**config.mk**
```make
export PLATFORM = sky130hd
export DESIGN_NAME = ex_operand_stage_flat
export DESIGN_NICKNAME = d
export VERILOG_FILES = /design/src/rtl/ex_operand_stage_if.sv /design/src/rtl/ex_operand_stage.sv /design/src/flat_wrapper.sv
export SDC_FILE = /design/constraint.sdc
export NUM_CORES = 1
export LEC_CHECK = 0
export ABC_CLOCK_PERIOD_IN_PS = 7050
export BUFFER_PORTS_ARGS = -buffer_cell sky130_fd_sc_hd__buf_2
export CORE_AREA = 4 4 144 146
export CTS_CLUSTER_DIAMETER = 150
export DETAILED_ROUTE_END_ITERATION = 7
export DIE_AREA = 0 0 148 150
export HOLD_SLACK_MARGIN = 0.15
export PLACE_DENSITY = 0.67
export SYNTH_ARGS = -nofsm -noshare
export SYNTH_HDL_FRONTEND = slang
export SYNTH_SLANG_ARGS = --single-unit
```
**constraint.sdc**
```tcl
create_clock -name clk -period 7.05 [get_ports clk]
set_input_delay 1.41 -clock clk [delete_from_list [all_inputs] [get_ports clk]]
set_output_delay 1.41 -clock clk [all_outputs]
set_load 0.01 [all_outputs]
```
**src/rtl/ex_operand_stage_if.sv**
```systemverilog
// ex_operand_stage_if
// Bundles the ID-side instruction fields, the EX/MEM and MEM/WB forwarding
// sources, and the ALU-facing outputs of the ID/EX operand stage.
//   master : upstream driver (decode + forwarding network); drives id_*,
//            stall/flush and forwarding sources, observes stage outputs.
//   slave  : the operand stage itself.
interface ex_operand_stage_if #(
    parameter int DATA_WIDTH    = 32,
    parameter int OPCODE_LENGTH = 4,
    parameter int REG_ADDR      = 5
);
    // ID stage fields
    logic                     id_valid;
    logic [DATA_WIDTH-1:0]    id_rs1_data;
    logic [DATA_WIDTH-1:0]    id_rs2_data;
    logic [DATA_WIDTH-1:0]    id_imm;
    logic [DATA_WIDTH-1:0]    id_pc;
    logic [REG_ADDR-1:0]      id_rs1;
    logic [REG_ADDR-1:0]      id_rs2;
    logic [REG_ADDR-1:0]      id_rd;
    logic                     id_asel;
    logic                     id_alusrc;
    logic [OPCODE_LENGTH-1:0] id_operation;
    logic                     id_regwrite;
    logic                     id_memread;
    logic                     id_memwrite;

    // pipeline control
    logic                     stall;
    logic                     flush;

    // forwarding sources
    logic                     mem_regwrite;
    logic [REG_ADDR-1:0]      mem_rd;
    logic [DATA_WIDTH-1:0]    mem_result;
    logic                     wb_regwrite;
    logic [REG_ADDR-1:0]      wb_rd;
    logic [DATA_WIDTH-1:0]    wb_result;

    // stage outputs
    logic [DATA_WIDTH-1:0]    SrcA;
    logic [DATA_WIDTH-1:0]    SrcB;
    logic [OPCODE_LENGTH-1:0] Operation;
    logic                     ex_valid;
    logic                     ex_regwrite;
    logic                     ex_memread;
    logic                     ex_memwrite;
    logic [REG_ADDR-1:0]      ex_rd;
    logic [DATA_WIDTH-1:0]    ex_pc;
    logic [DATA_WIDTH-1:0]    ex_store_data;
    logic                     load_use_stall;

    modport master (
        output id_valid, id_rs1_data, id_rs2_data, id_imm, id_pc,
               id_rs1, id_rs2, id_rd, id_asel, id_alusrc, id_operation,
               id_regwrite, id_memread, id_memwrite,
               stall, flush,
               mem_regwrite, mem_rd, mem_result,
               wb_regwrite, wb_rd, wb_result,
        input  SrcA, SrcB, Operation, ex_valid, ex_regwrite, ex_memread,
               ex_memwrite, ex_rd, ex_pc, ex_store_data, load_use_stall
    );

    modport slave (
        input  id_valid, id_rs1_data, id_rs2_data, id_imm, id_pc,
               id_rs1, id_rs2, id_rd, id_asel, id_alusrc, id_operation,
               id_regwrite, id_memread, id_memwrite,
               stall, flush,
               mem_regwrite, mem_rd, mem_result,
               wb_regwrite, wb_rd, wb_result,
        output SrcA, SrcB, Operation, ex_valid, ex_regwrite, ex_memread,
               ex_memwrite, ex_rd, ex_pc, ex_store_data, load_use_stall
    );
endinterface

```
**src/rtl/ex_operand_stage.sv**
```systemverilog
// ex_operand_stage
// ID/EX pipeline register plus ALU operand selection. Captures decoded
// fields from ID, forwards results from EX/MEM and MEM/WB onto the stored
// register operands, and drives SrcA/SrcB/Operation. Detects a load in EX
// feeding the instruction in ID and inserts one bubble.
// Ports:
//   clk   : rising-edge clock
//   reset : synchronous, active-high; clears the ID/EX register
//   bus   : ex_operand_stage_if.slave (ID fields, stall/flush, forwarding
//           sources in; ALU operands and registered EX control out)
module ex_operand_stage #(
    parameter int DATA_WIDTH    = 32,
    parameter int OPCODE_LENGTH = 4,
    parameter int REG_ADDR      = 5
) (
    input  logic                  clk,
    input  logic                  reset,
    ex_operand_stage_if.slave     bus
);

    // ID/EX register contents. A bubble is the all-zero value, which is
    // also the reset value: invalid, no side-effect controls, rd=x0, op=0.
    typedef struct packed {
        logic                     valid;
        logic                     regwrite;
        logic                     memread;
        logic                     memwrite;
        logic                     asel;
        logic                     alusrc;
        logic [OPCODE_LENGTH-1:0] operation;
        logic [REG_ADDR-1:0]      rs1;
        logic [REG_ADDR-1:0]      rs2;
        logic [REG_ADDR-1:0]      rd;
        logic [DATA_WIDTH-1:0]    rs1_data;
        logic [DATA_WIDTH-1:0]    rs2_data;
        logic [DATA_WIDTH-1:0]    imm;
        logic [DATA_WIDTH-1:0]    pc;
    } idex_t;

    idex_t idex_q;
    idex_t idex_capture;

    logic                  load_use;
    logic                  rs1_hit;
    logic                  rs2_hit;
    logic [DATA_WIDTH-1:0] fwd_rs1;
    logic [DATA_WIDTH-1:0] fwd_rs2;

    always_comb begin
        idex_capture           = '0;
        idex_capture.valid     = bus.id_valid;
        idex_capture.regwrite  = bus.id_regwrite;
        idex_capture.memread   = bus.id_memread;
        idex_capture.memwrite  = bus.id_memwrite;
        idex_capture.asel      = bus.id_asel;
        idex_capture.alusrc    = bus.id_alusrc;
        idex_capture.operation = bus.id_operation;
        idex_capture.rs1       = bus.id_rs1;
        idex_capture.rs2       = bus.id_rs2;
        idex_capture.rd        = bus.id_rd;
        idex_capture.rs1_data  = bus.id_rs1_data;
        idex_capture.rs2_data  = bus.id_rs2_data;
        idex_capture.imm       = bus.id_imm;
        idex_capture.pc        = bus.id_pc;
    end

    // Load-use hazard: only operands the dependent instruction actually
    // reads count. A store reads rs2 as store data even with alusrc=1.
    always_comb begin
        rs1_hit  = !bus.id_asel && (idex_q.rd == bus.id_rs1);
        rs2_hit  = (!bus.id_alusrc || bus.id_memwrite) && (idex_q.rd == bus.id_rs2);
        load_use = idex_q.valid && idex_q.memread && (idex_q.rd != '0)
                   && bus.id_valid && (rs1_hit || rs2_hit);
    end

    // Forwarding: the younger EX/MEM result wins over MEM/WB; x0 is never
    // forwarded since its architectural value is always zero.
    always_comb begin
        fwd_rs1 = idex_q.rs1_data;
        if (bus.mem_regwrite && (bus.mem_rd != '0) && (bus.mem_rd == idex_q.rs1)) begin
            fwd_rs1 = bus.mem_result;
        end else if (bus.wb_regwrite && (bus.wb_rd != '0) && (bus.wb_rd == idex_q.rs1)) begin
            fwd_rs1 = bus.wb_result;
        end
    end

    always_comb begin
        fwd_rs2 = idex_q.rs2_data;
        if (bus.mem_regwrite && (bus.mem_rd != '0) && (bus.mem_rd == idex_q.rs2)) begin
            fwd_rs2 = bus.mem_result;
        end else if (bus.wb_regwrite && (bus.wb_rd != '0) && (bus.wb_rd == idex_q.rs2)) begin
            fwd_rs2 = bus.wb_result;
        end
    end

    // Priority: reset > flush > stall (hold) > load-use bubble > capture.
    // Under stall the hazard is simply re-evaluated next cycle.
    always_ff @(posedge clk) begin
        if (reset) begin
            idex_q <= '0;
        end else if (bus.flush) begin
            idex_q <= '0;
        end else if (!bus.stall) begin
            if (load_use) begin
                idex_q <= '0;
            end else begin
                idex_q <= idex_capture;
            end
        end
    end

    assign bus.SrcA           = idex_q.asel ? idex_q.pc : fwd_rs1;
    assign bus.SrcB           = idex_q.alusrc ? idex_q.imm : fwd_rs2;
    assign bus.ex_store_data  = fwd_rs2;
    assign bus.Operation      = idex_q.operation;
    assign bus.ex_valid       = idex_q.valid;
    assign bus.ex_regwrite    = idex_q.regwrite;
    assign bus.ex_memread     = idex_q.memread;
    assign bus.ex_memwrite    = idex_q.memwrite;
    assign bus.ex_rd          = idex_q.rd;
    assign bus.ex_pc          = idex_q.pc;
    assign bus.load_use_stall = load_use;

endmodule
```
**src/flat_wrapper.sv**
```systemverilog
// flat-port wrapper written by rule: the top's interface ports become plain ports
module ex_operand_stage_flat 
#(
    parameter int DATA_WIDTH    = 32,
    parameter int OPCODE_LENGTH = 4,
    parameter int REG_ADDR      = 5
)
  (clk, reset, bus_id_valid, bus_id_rs1_data, bus_id_rs2_data, bus_id_imm, bus_id_pc, bus_id_rs1, bus_id_rs2, bus_id_rd, bus_id_asel, bus_id_alusrc, bus_id_operation, bus_id_regwrite, bus_id_memread, bus_id_memwrite, bus_stall, bus_flush, bus_mem_regwrite, bus_mem_rd, bus_mem_result, bus_wb_regwrite, bus_wb_rd, bus_wb_result, bus_SrcA, bus_SrcB, bus_Operation, bus_ex_valid, bus_ex_regwrite, bus_ex_memread, bus_ex_memwrite, bus_ex_rd, bus_ex_pc, bus_ex_store_data, bus_load_use_stall);
  ex_operand_stage_if #(.DATA_WIDTH(DATA_WIDTH), .OPCODE_LENGTH(OPCODE_LENGTH), .REG_ADDR(REG_ADDR)) bus_i ();
  input  logic clk;
  input  logic reset;
  input wire logic [$bits(bus_i.id_valid)-1:0] bus_id_valid;
  input wire logic [$bits(bus_i.id_rs1_data)-1:0] bus_id_rs1_data;
  input wire logic [$bits(bus_i.id_rs2_data)-1:0] bus_id_rs2_data;
  input wire logic [$bits(bus_i.id_imm)-1:0] bus_id_imm;
  input wire logic [$bits(bus_i.id_pc)-1:0] bus_id_pc;
  input wire logic [$bits(bus_i.id_rs1)-1:0] bus_id_rs1;
  input wire logic [$bits(bus_i.id_rs2)-1:0] bus_id_rs2;
  input wire logic [$bits(bus_i.id_rd)-1:0] bus_id_rd;
  input wire logic [$bits(bus_i.id_asel)-1:0] bus_id_asel;
  input wire logic [$bits(bus_i.id_alusrc)-1:0] bus_id_alusrc;
  input wire logic [$bits(bus_i.id_operation)-1:0] bus_id_operation;
  input wire logic [$bits(bus_i.id_regwrite)-1:0] bus_id_regwrite;
  input wire logic [$bits(bus_i.id_memread)-1:0] bus_id_memread;
  input wire logic [$bits(bus_i.id_memwrite)-1:0] bus_id_memwrite;
  input wire logic [$bits(bus_i.stall)-1:0] bus_stall;
  input wire logic [$bits(bus_i.flush)-1:0] bus_flush;
  input wire logic [$bits(bus_i.mem_regwrite)-1:0] bus_mem_regwrite;
  input wire logic [$bits(bus_i.mem_rd)-1:0] bus_mem_rd;
  input wire logic [$bits(bus_i.mem_result)-1:0] bus_mem_result;
  input wire logic [$bits(bus_i.wb_regwrite)-1:0] bus_wb_regwrite;
  input wire logic [$bits(bus_i.wb_rd)-1:0] bus_wb_rd;
  input wire logic [$bits(bus_i.wb_result)-1:0] bus_wb_result;
  output wire logic [$bits(bus_i.SrcA)-1:0] bus_SrcA;
  output wire logic [$bits(bus_i.SrcB)-1:0] bus_SrcB;
  output wire logic [$bits(bus_i.Operation)-1:0] bus_Operation;
  output wire logic [$bits(bus_i.ex_valid)-1:0] bus_ex_valid;
  output wire logic [$bits(bus_i.ex_regwrite)-1:0] bus_ex_regwrite;
  output wire logic [$bits(bus_i.ex_memread)-1:0] bus_ex_memread;
  output wire logic [$bits(bus_i.ex_memwrite)-1:0] bus_ex_memwrite;
  output wire logic [$bits(bus_i.ex_rd)-1:0] bus_ex_rd;
  output wire logic [$bits(bus_i.ex_pc)-1:0] bus_ex_pc;
  output wire logic [$bits(bus_i.ex_store_data)-1:0] bus_ex_store_data;
  output wire logic [$bits(bus_i.load_use_stall)-1:0] bus_load_use_stall;
  assign bus_i.id_valid = bus_id_valid;
  assign bus_i.id_rs1_data = bus_id_rs1_data;
  assign bus_i.id_rs2_data = bus_id_rs2_data;
  assign bus_i.id_imm = bus_id_imm;
  assign bus_i.id_pc = bus_id_pc;
  assign bus_i.id_rs1 = bus_id_rs1;
  assign bus_i.id_rs2 = bus_id_rs2;
  assign bus_i.id_rd = bus_id_rd;
  assign bus_i.id_asel = bus_id_asel;
  assign bus_i.id_alusrc = bus_id_alusrc;
  assign bus_i.id_operation = bus_id_operation;
  assign bus_i.id_regwrite = bus_id_regwrite;
  assign bus_i.id_memread = bus_id_memread;
  assign bus_i.id_memwrite = bus_id_memwrite;
  assign bus_i.stall = bus_stall;
  assign bus_i.flush = bus_flush;
  assign bus_i.mem_regwrite = bus_mem_regwrite;
  assign bus_i.mem_rd = bus_mem_rd;
  assign bus_i.mem_result = bus_mem_result;
  assign bus_i.wb_regwrite = bus_wb_regwrite;
  assign bus_i.wb_rd = bus_wb_rd;
  assign bus_i.wb_result = bus_wb_result;
  assign bus_SrcA = bus_i.SrcA;
  assign bus_SrcB = bus_i.SrcB;
  assign bus_Operation = bus_i.Operation;
  assign bus_ex_valid = bus_i.ex_valid;
  assign bus_ex_regwrite = bus_i.ex_regwrite;
  assign bus_ex_memread = bus_i.ex_memread;
  assign bus_ex_memwrite = bus_i.ex_memwrite;
  assign bus_ex_rd = bus_i.ex_rd;
  assign bus_ex_pc = bus_i.ex_pc;
  assign bus_ex_store_data = bus_i.ex_store_data;
  assign bus_load_use_stall = bus_i.load_use_stall;
  ex_operand_stage #(.DATA_WIDTH(DATA_WIDTH), .OPCODE_LENGTH(OPCODE_LENGTH), .REG_ADDR(REG_ADDR)) u_core (.clk(clk), .reset(reset), .bus(bus_i));
endmodule
```
==> results.ini <==
[run_status]
status=finished, final reports clean

[critical_path]
critPathArrivalTime_ns=4.50
path_buf_inv=3
cp-start-kind=input port
crit_path_frequent_cell=buf_2
endpoint_kind=output pin
crit_slowest_cell=nand2_1
crit_type=input port to output pin
cp_top_family=simple AND/OR/NAND/NOR gates
cp_cell_sequence=buf_2 -> or4_1 -> o211a_1 -> nand2_1 -> buf_4 -> a211oi_1 -> o31ai_1 -> buf_2
cp.required_ns=5.64
slowest_delay_ns=0.84
cp_max_fo=33

[finish]
utilization=0.509
final_cell_area_um2=9860
final_cell_mix=374 x buf_2, 153 x a22o_1, 151 x dfxtp_1
area_growth_pct=30.9
final_common_cell=buf_2
fin_nets=1355
layout-drive-gt1-share=0.375

[sta]
rsz0062_at_grt=no
tns_ns=0
fin_crit_sh=0.838
worst_pin_slew_ns=1.04
slew_headroom=0.309
hold_violations=0
fin_skew_ns=0.0158
fin_crit_ns=5.91
finalMaxSlewViolations=0
timing.fmax_mhz=169
setup_viol=0

[cts]
cts.sinks=153
cts_root_buffer=clkbuf_16
postCtsResizedCells=0
cts.clk_slew.worst_paths_ns=0.06
cts_tree=done
h-tree-depth=4
postCtsSetupRepairBufs=0
insertion_delay_ns=0.42
ctsHoldBuffers=0
cts-buffers-inserted=17
cts.path.max_buffers=2

[global_routing]
grt_pass1_vias=7646
grt_use_total=0.251
antenna_found_initial=6
grt-ovfl-total=0
grt_max_degree=142
grt_pass1_wl_um=43600

[yosys]
syn_nets=1075
synth_top_area_share=0.407
yosys_warnings=0
ys.flop_type=dfxtp_1
synthSimpleGateAreaFrac=0.143
ys_types=32
avgSynthCellArea_um2=8.95
synthAdderAreaFrac=0
synth_edf_count=0
syn_inst=842
synth_xor_area_frac=0.0347
synth_top_family_by_area=compound AO/OA/AOI/OAI gates
post-synth-top-area-cell=dfxtp_1
netlist_area_um2=7530
synth-seq-cells=153
ys_top_cells_by_area=dfxtp_1 41%, a22o_1 18%, o31ai_1 5.8%, nor2_1 4.8%, and3_1 4.7%
ys_async_sr_fraction=0
yosys-mux-area-fraction=0.00797
yosysSeqAreaShare=0.407
synth_compound_area_frac=0.319

[placed_design]
io_buffer_count=374
hpwl_um=20900
gp_congestion=0.925
postPlaceCellArea_um2=9220

[route]
viasPerCell=5.60
first_pass_iters=5
drc=0
wl_per_cell_um=21.0
ant_nets=0
via_count=7856
wirelength_um=29400
dr.first_iter.drc_count=538

[floorplan]
dieArea_um2=22200
die_w_um=148
io_pins=375
coreArea_um2=19400
rows=51
start_util=0.388
floorplan.die.height_um=150

[hold_path]
hp-class=flop to flop

[job]
max_cap_viol_count=0

[power]
vdd_drop_max_uv=150
leakagePower_nw=4.74
cellPowerDensity_nw_per_um2=222

logic make-up (layout without fill, tap and decap cells):
group | count (synthesis) | in the layout
AOI/OAI and AO/OA | 289 | 289
and+or+nand+nor | 236 | 236
DFF | 153 | 153
buffers and inverters | 129 | 421
xor gates and xnor gates | 29 | 29
muxes | 6 | 6
other | 0 | 4
path summary, 6_finish.rpt:
path	from	to	slack (ns)	cells past startpoint
setup / recovery	bus_wb_rd[0]	bus_SrcA[13]	1.14	8
hold / removal	u_core.idex_q[66]$_SDFFE_PP0N_	u_core.idex_q[66]$_SDFFE_PP0N_	0.48	1
setup reg to reg	u_core.bus.ex_rd[0]$_SDFFE_PP0N_	u_core.idex_q[121]$_SDFFE_PP0N_	4.34	6
hold reg to reg	u_core.idex_q[66]$_SDFFE_PP0N_	u_core.idex_q[66]$_SDFFE_PP0N_	0.48	1
layout make-up:
type                       count  area (µm²)
multi-input combinational    560        3830
sequential                   153        3070
antenna                        4        10.0
fill                        1930        9530
timing repair buffer         383        1960
inverter                       7        26.3
clock buffer                  19         443
tap                          265         332
clock inverter                12         190
registers in the layout, indices dropped and copies added, names as in the netlist:
name                    count
u_core.bus.ex_memwrite      1
u_core.idex_q             108
u_core.bus.ex_rd            5
u_core.bus.ex_memread       1
u_core.bus.Operation        4
u_core.bus.ex_valid         1
u_core.bus.ex_regwrite      1
u_core.bus.ex_pc           32
synthesized netlist by cell type (8+ instances only):
master / count
xnor2_1: 23
nor2_1: 96
a211oi_1: 31
nand2_1: 60
buf_4: 42
a21oi_1: 8
dfxtp_1: 153
clkbuf_1: 59
a221oi_1: 33
buf_2: 21
o31ai_1: 58
and3_1: 57
a22o_1: 153
layer usage:
metal | part of all wire | global-route usage | vias up | wire (µm)
met4 | 0.024 | 0.0818 | 6 | 703
met1 | 0.43 | 0.337 | 3704 | 12600
li1 | - | - | 3704 | -
met2 | 0.46 | 0.395 | 390 | 13600
met5 | 0.0014 | 0 | - | 40
met3 | 0.085 | 0.0675 | 52 | 2490
per-stage QoR:
stage	power, W	std cells	hold WS (ns)	setup WS [ns]
6_report	0.00219	1403	0.475	1.14
5_1_grt	0.00228	1402	0.486	0.974
4_1_cts	0.00221	1399	0.474	1.21
3_5_place_dp	0.00122	1368	0.457	1.22
3_3_place_gp	0.00122	1368	0.451	1.19
2_1_floorplan	0.00108	842	0.442	2.63
power breakdown:
| part | switching (W) | total [W] | internal, W |
|---|---|---|---|
| clock network | 0.000381 | 0.000988 | 0.000607 |
| registers | 0.0000230 | 0.000917 | 0.000894 |
| logic | 0.000154 | 0.000289 | 0.000134 |
No activity file was read; power rests on OpenSTA's default activity.
